## config.mk

```make
export PLATFORM = sky130hd
export DESIGN_NAME = run_cycle_counter
export DESIGN_NICKNAME = d
export VERILOG_FILES = /design/src/rtl/test_run_pkg.sv /design/src/rtl/run_cycle_counter.sv
export SDC_FILE = /design/constraint.sdc
export NUM_CORES = 1
export LEC_CHECK = 0
export ABC_AREA = 1
export BUFFER_PORTS_ARGS = -buffer_cell sky130_fd_sc_hd__buf_2
export CAP_MARGIN = 15
export CORE_MARGIN = 1.5
export CORE_UTILIZATION = 36
export DETAILED_ROUTE_END_ITERATION = 6
export GPL_ROUTABILITY_DRIVEN = 0
export PLACE_DENSITY = 0.7
export SYNTH_ARGS = -nofsm -noshare
export SYNTH_HDL_FRONTEND = slang
export SYNTH_SLANG_ARGS = --single-unit
```

## constraint.sdc

```tcl
create_clock -name clock -period 2.65 [get_ports clock]
set_clock_uncertainty 0.15 [all_clocks]
set_input_delay 0.3975 -clock clock [delete_from_list [all_inputs] [get_ports clock]]
set_output_delay 0.3975 -clock clock [all_outputs]
set_load 0.05 [all_outputs]
```

## src/rtl/test_run_pkg.sv

```systemverilog
// Shared types for the test run sequencer: FSM states and fail-reason codes.
package test_run_pkg;

    typedef enum logic [2:0] {
        ST_IDLE       = 3'd0,
        ST_RESET_HOLD = 3'd1,
        ST_RUN        = 3'd2,
        ST_PASS       = 3'd3,
        ST_FAIL       = 3'd4
    } run_state_e;

    typedef enum logic [1:0] {
        REASON_NONE    = 2'd0,
        REASON_DUT     = 2'd1,
        REASON_TIMEOUT = 2'd2,
        REASON_STALL   = 2'd3
    } fail_reason_e;

endpackage

```

## src/rtl/run_cycle_counter.sv

```systemverilog
// Saturating up-counter with synchronous clear/enable and an equality compare
// against an external value; used as the run-cycle counter of the sequencer.
module run_cycle_counter
    import test_run_pkg::*;
#(
    parameter int CNT_W = 64
) (
    input  logic             clock,
    input  logic             reset,
    input  logic             i_clear,
    input  logic             i_enable,
    input  logic [CNT_W-1:0] i_cmp_value,
    output logic [CNT_W-1:0] o_count,
    output logic             o_equal
);

    logic [CNT_W-1:0] r_count;

    // Count register: clear wins over enable, holds at all-ones.
    always_ff @(posedge clock) begin
        if (!reset) begin
            r_count <= '0;
        end else if (i_clear) begin
            r_count <= '0;
        end else if (i_enable && (r_count != '1)) begin
            r_count <= r_count + CNT_W'(1);
        end else begin
            r_count <= r_count;
        end
    end

    assign o_count = r_count;
    assign o_equal = (r_count == i_cmp_value);

endmodule

```

Word level (Yosys, flattened, before mapping). Index checks and enable logic that the tools add are counted.

Register bits after elaboration: 64. Latch bits: 0. Memory bits (writable): 0. Memory bits (read-only): 0. Memories: 0.

$add $sub $neg: 1. Multiply operators: 0. Div/mod/pow operators: 0. Order comparisons: 0. Eq/ne operators: 2. Shift operators: 0. Mux-type cells: 0. Bitwise logic cells: 1. Reductions and logical operators: 2.

Operator list (count): $add A64 B1 Y64 const B (1); $eq A64 B64 Y1 (1); $ne A64 B64 Y1 const B (1); $reduce_or A2 Y1 (1); $logic_and A1 B1 Y1 (1); $not A1 Y1 (1).

Logic depth before layout (Yosys ltp).
Depth after elaboration: 2. Mapped depth: 12. Gate-level depth less buffers: 12.

Least setup slack after synthesis. No wires, ideal clock.

Path type: flip-flop to output port. Start point: reg r_count[49], in the netlist o_count[49]. End point: out o_equal. Data arrival time: 2.015 ns. Required time: 2.102 ns. Path slack: 0.088 ns. Cell stages (with the launch flop): 9. Cell sequence: dfxtp_1 > buf_2 > xnor2_1 > nand2_1 > nor3_1 > nand2_1 > nor2_1 > nand2_1 > nor2_1.

Cells in the longest elaborated chain, start to end: 1.

RTL lines: start, declared (line run_cycle_counter.sv:17) `logic [CNT_W-1:0] r_count;`; start signal, assigned (line run_cycle_counter.sv:26) `r_count <= r_count + CNT_W'(1);`; start signal, assigned (line run_cycle_counter.sv:28) `r_count <= r_count;`; $eq A64 B64 Y1 (line run_cycle_counter.sv:33) `assign o_equal = (r_count == i_cmp_value);`; end, declared (line run_cycle_counter.sv:14) `output logic o_equal`.

No other way between the ends.

Final worst setup path.
Start point: reg r_count[59], in the netlist o_count[59]. End point: out o_equal.

Same word-level chain as after synthesis.

==> summary.txt <==
Status
  – Outcome: finished clean

Timing
  – Tcrit/Tclk final: between 90% and 100%
  – Endpoints failing setup: 0
  – Worst-Margin Slew: roughly 670 ps
  – Hold Violations, Final: 0
  – Fin Hold WS: 386 ps
  – Maximum clock rate: about 400 MHz
  – Tmin final: 2540 ps
  – Slew HR: 54.9%
  – RSZ-0062 raised after global routing: no
  – Fin Setup TNS: 0 ps
  – Max-slew violations: 0

Critical path
  – Critical Path RT: 2100 ps
  – CP max FO: 6
  – Reg2reg setup slack: just under 400 ps
  – Setup Crit Path Kind: flop to output pin
  – Type of origin of the critical path: flop
  – Critical path endpoint category: output pin
  – Worst EP arrival: a little under 2000 ps
  – Worst Reg-to-Reg Cells: 11

Synth
  – Syn_nets: about 950
  – Sequential element share of the synthesized area: 25.3%
  – Avg Cell Area, Syn: approximately 5.7 um2
  – Synth Area in Simple Gates: 52.1%
  – Mapped cell area: 0.00507 mm2
  – Synth Area in Adders: less than 1%
  – Largest family of logic cells by synthesized area: simple AND/OR/NAND/NOR gates
  – Post-Syn Instances: 885
  – Synthesized-area fraction occupied by xor and xnor cells: 8.29%
  – Synth Area in Compound Gates: roughly 6%
  – Mux cell area share after synthesis: 0%
  – FF+latch count, synth: 64
  – Unique masters post-synth: 28
  – Ys Warns: 0

Clocking
  – CTS sink count: 64
  – CTS Buf Count: 9
  – Clk_lat worst skew: about 340 ps
  – Post-CTS setup buffers: 0
  – Clk buf depth: 2
  – H-tree Lvls: 3
  – CTS root buf: clkbuf_16
  – CTS tree: built
  – CTS clk-pin slew, worst paths: about 60 ps

Drt
  – Detail Route Antenna Nets: 0
  – # DRC: 0
  – Drt wl/cell: between 10 and 15 um
  – Via-to-Cell Ratio: between 5 and 6
  – Final WL: 16000 um
  – Vias: approximately 6000
  – Initial DRC count: 522
  – Pre-Repair DR Iteration Count: 5

Placed design
  – Post-detailed-placement half-perimeter wirelength: 12500 um
  – Port buffer count: between 100 and 150

Final layout
  – Nets: roughly 1100
  – ANT cells: 0
  – Area delta synth->final: 22.0%
  – Layout cells sized above 1: slightly below 20%
  – Multi-input logic area: about 0.0034 mm2
  – Max FFs per register: 64
  – Register area: approximately 0.0013 mm2
  – Fillers: around 1500
  – Core Util, Final: between 40% and 50%

Floorplanning
  – # rows: 43
  – Die Area: 0.0148 mm2
  – Die width: around 120 um
  – Die height: 122 um
  – Initial Utilization: between 30% and 40%
  – Core area: 0.0138 mm2
  – I/O Pins: 133

Power and ir drop
  – PD cells: approximately 370 mW/mm2
  – LEAKAGE: between 0.002 and 0.0025 uW
  – Worst IR Drop VDD: 0.000307 V

Flow run
  – MaxCap Viol Count: 0

Global routing
  – GRT overflow: 0
  – Vias in the first global route: approximately 5300
  – Total track usage: approximately 22%
  – Initial antenna violation count: 0
  – Largest net degree at the start of global routing: just under 60
  – First-pass GRT wire length: ~26000 um

Hold path
  – WHS Path Cells: 2
  – Hold Crit Class: flop to flop
[layout by cell type, fill, tap and decap left out, drive strengths merged]
cell type | Yosys | final
nor3 | 18 | 18
ha | 1 | 1
o22ai | 1 | 1
xnor2 | 28 | 28
xor2 | 20 | 20
nor2 | 217 | 217
nor2b | 1 | 1
and2 | 1 | 1
o21ai | 5 | 5
or2 | 16 | 16
clkbuf | 2 | 14
nand4 | 16 | 16
a21oi | 51 | 51
clkinv | 1 | 4
nand3 | 97 | 97
dfxtp | 64 | 64
inv | 68 | 68
nand2 | 251 | 251
nand3b | 5 | 5
o211ai | 2 | 2
buf | 20 | 142
[routing by layer]
metal,track usage [%],up-vias,part of all wire (%)
met4,12.2,0,3.9
met3,3.65,38,6.5
met2,34.0,238,43
met5,0,-,0
li1,-,3074,-
met1,30.0,2664,46
[cell usage after synthesis]
cell,count,area share [%]
nand3_1,97,9.6
or2_2,16,2.0
nor2_1,205,15
buf_1,2,0.15
nor3_1,18,1.8
o22ai_1,1,0.12
o21ai_0,5,0.49
nor2_2,9,1.1
o211ai_1,2,0.30
nand2_2,5,0.62
buf_4,2,0.30
ha_1,1,0.25
inv_2,4,0.30
nand2_1,246,18
clkbuf_1,2,0.15
inv_1,64,4.7
nand3b_1,5,0.74
a21oi_1,51,5.0
dfxtp_1,64,25
buf_6,7,1.6
nor2b_1,1,0.12
and2_1,1,0.12
xor2_1,20,3.5
buf_2,9,0.89
nand4_1,16,2.0
clkinv_1,1,0.074
xnor2_1,28,4.8
nor2_4,3,0.67
[path summary, 6_finish.rpt]
check | start | to
worst max-delay path | o_count[59] | o_equal
worst min-delay path | o_count[12] | o_count[12]
worst max register to register | o_count[0] | o_count[38]
worst min register to register | o_count[12] | o_count[12]
[cells by family (layout without fill, tap and decap cells)]
family,after synthesis,after routing
buffers and inverters,91,228
AO/OA/AOI/OAI,59,59
adder cells (fa/ha/maj),1,1
AND/OR/NAND/NOR,622,622
flip-flops,64,64
XOR/XNOR,48,48
[per-stage QoR]
step                power, uW  cell area, um2  std cells  worst slack, ps
floorplan                1080            5070        885             87.8
global placement         1160            5890       1186              382
detailed placement       1160            5890       1186              391
CTS                      2300            6180       1202             73.7
global route             2370            6180       1202             14.3
finish                   2290            6180       1202              113
[critical path, stage by stage (launching register included)]
cell and delay, ps:
dfxtp_1 330, inv_1 160, or2_2 140, nand3_1 70, nor3_1 140, nand2_1 120
nor2_1 130, nand2_1 140, nor2_1 160, clkbuf_4 250
[cell type report]
type,count,area share [%]
Clock inverter,3,0.243
Clock buffer,13,4.37
Sequential cell,64,20.8
Inverter,69,4.19
Tap cell,180,3.64
Timing Repair Buffer,143,12.1
Multi-Input combinational cell,730,54.7
[report_power, final]
group | internal, uW | switching (uW)
Clock | 705 | 444
Sequential | 964 | 2.39
Combinational | 82.8 | 91.0
[what timing repair did]
action,4_1_cts,5_1_grt
endpoints found under the setup margin,0,1
hold buffers,0,0
resized for setup,0,5
No activity file was read; power rests on OpenSTA's default activity.
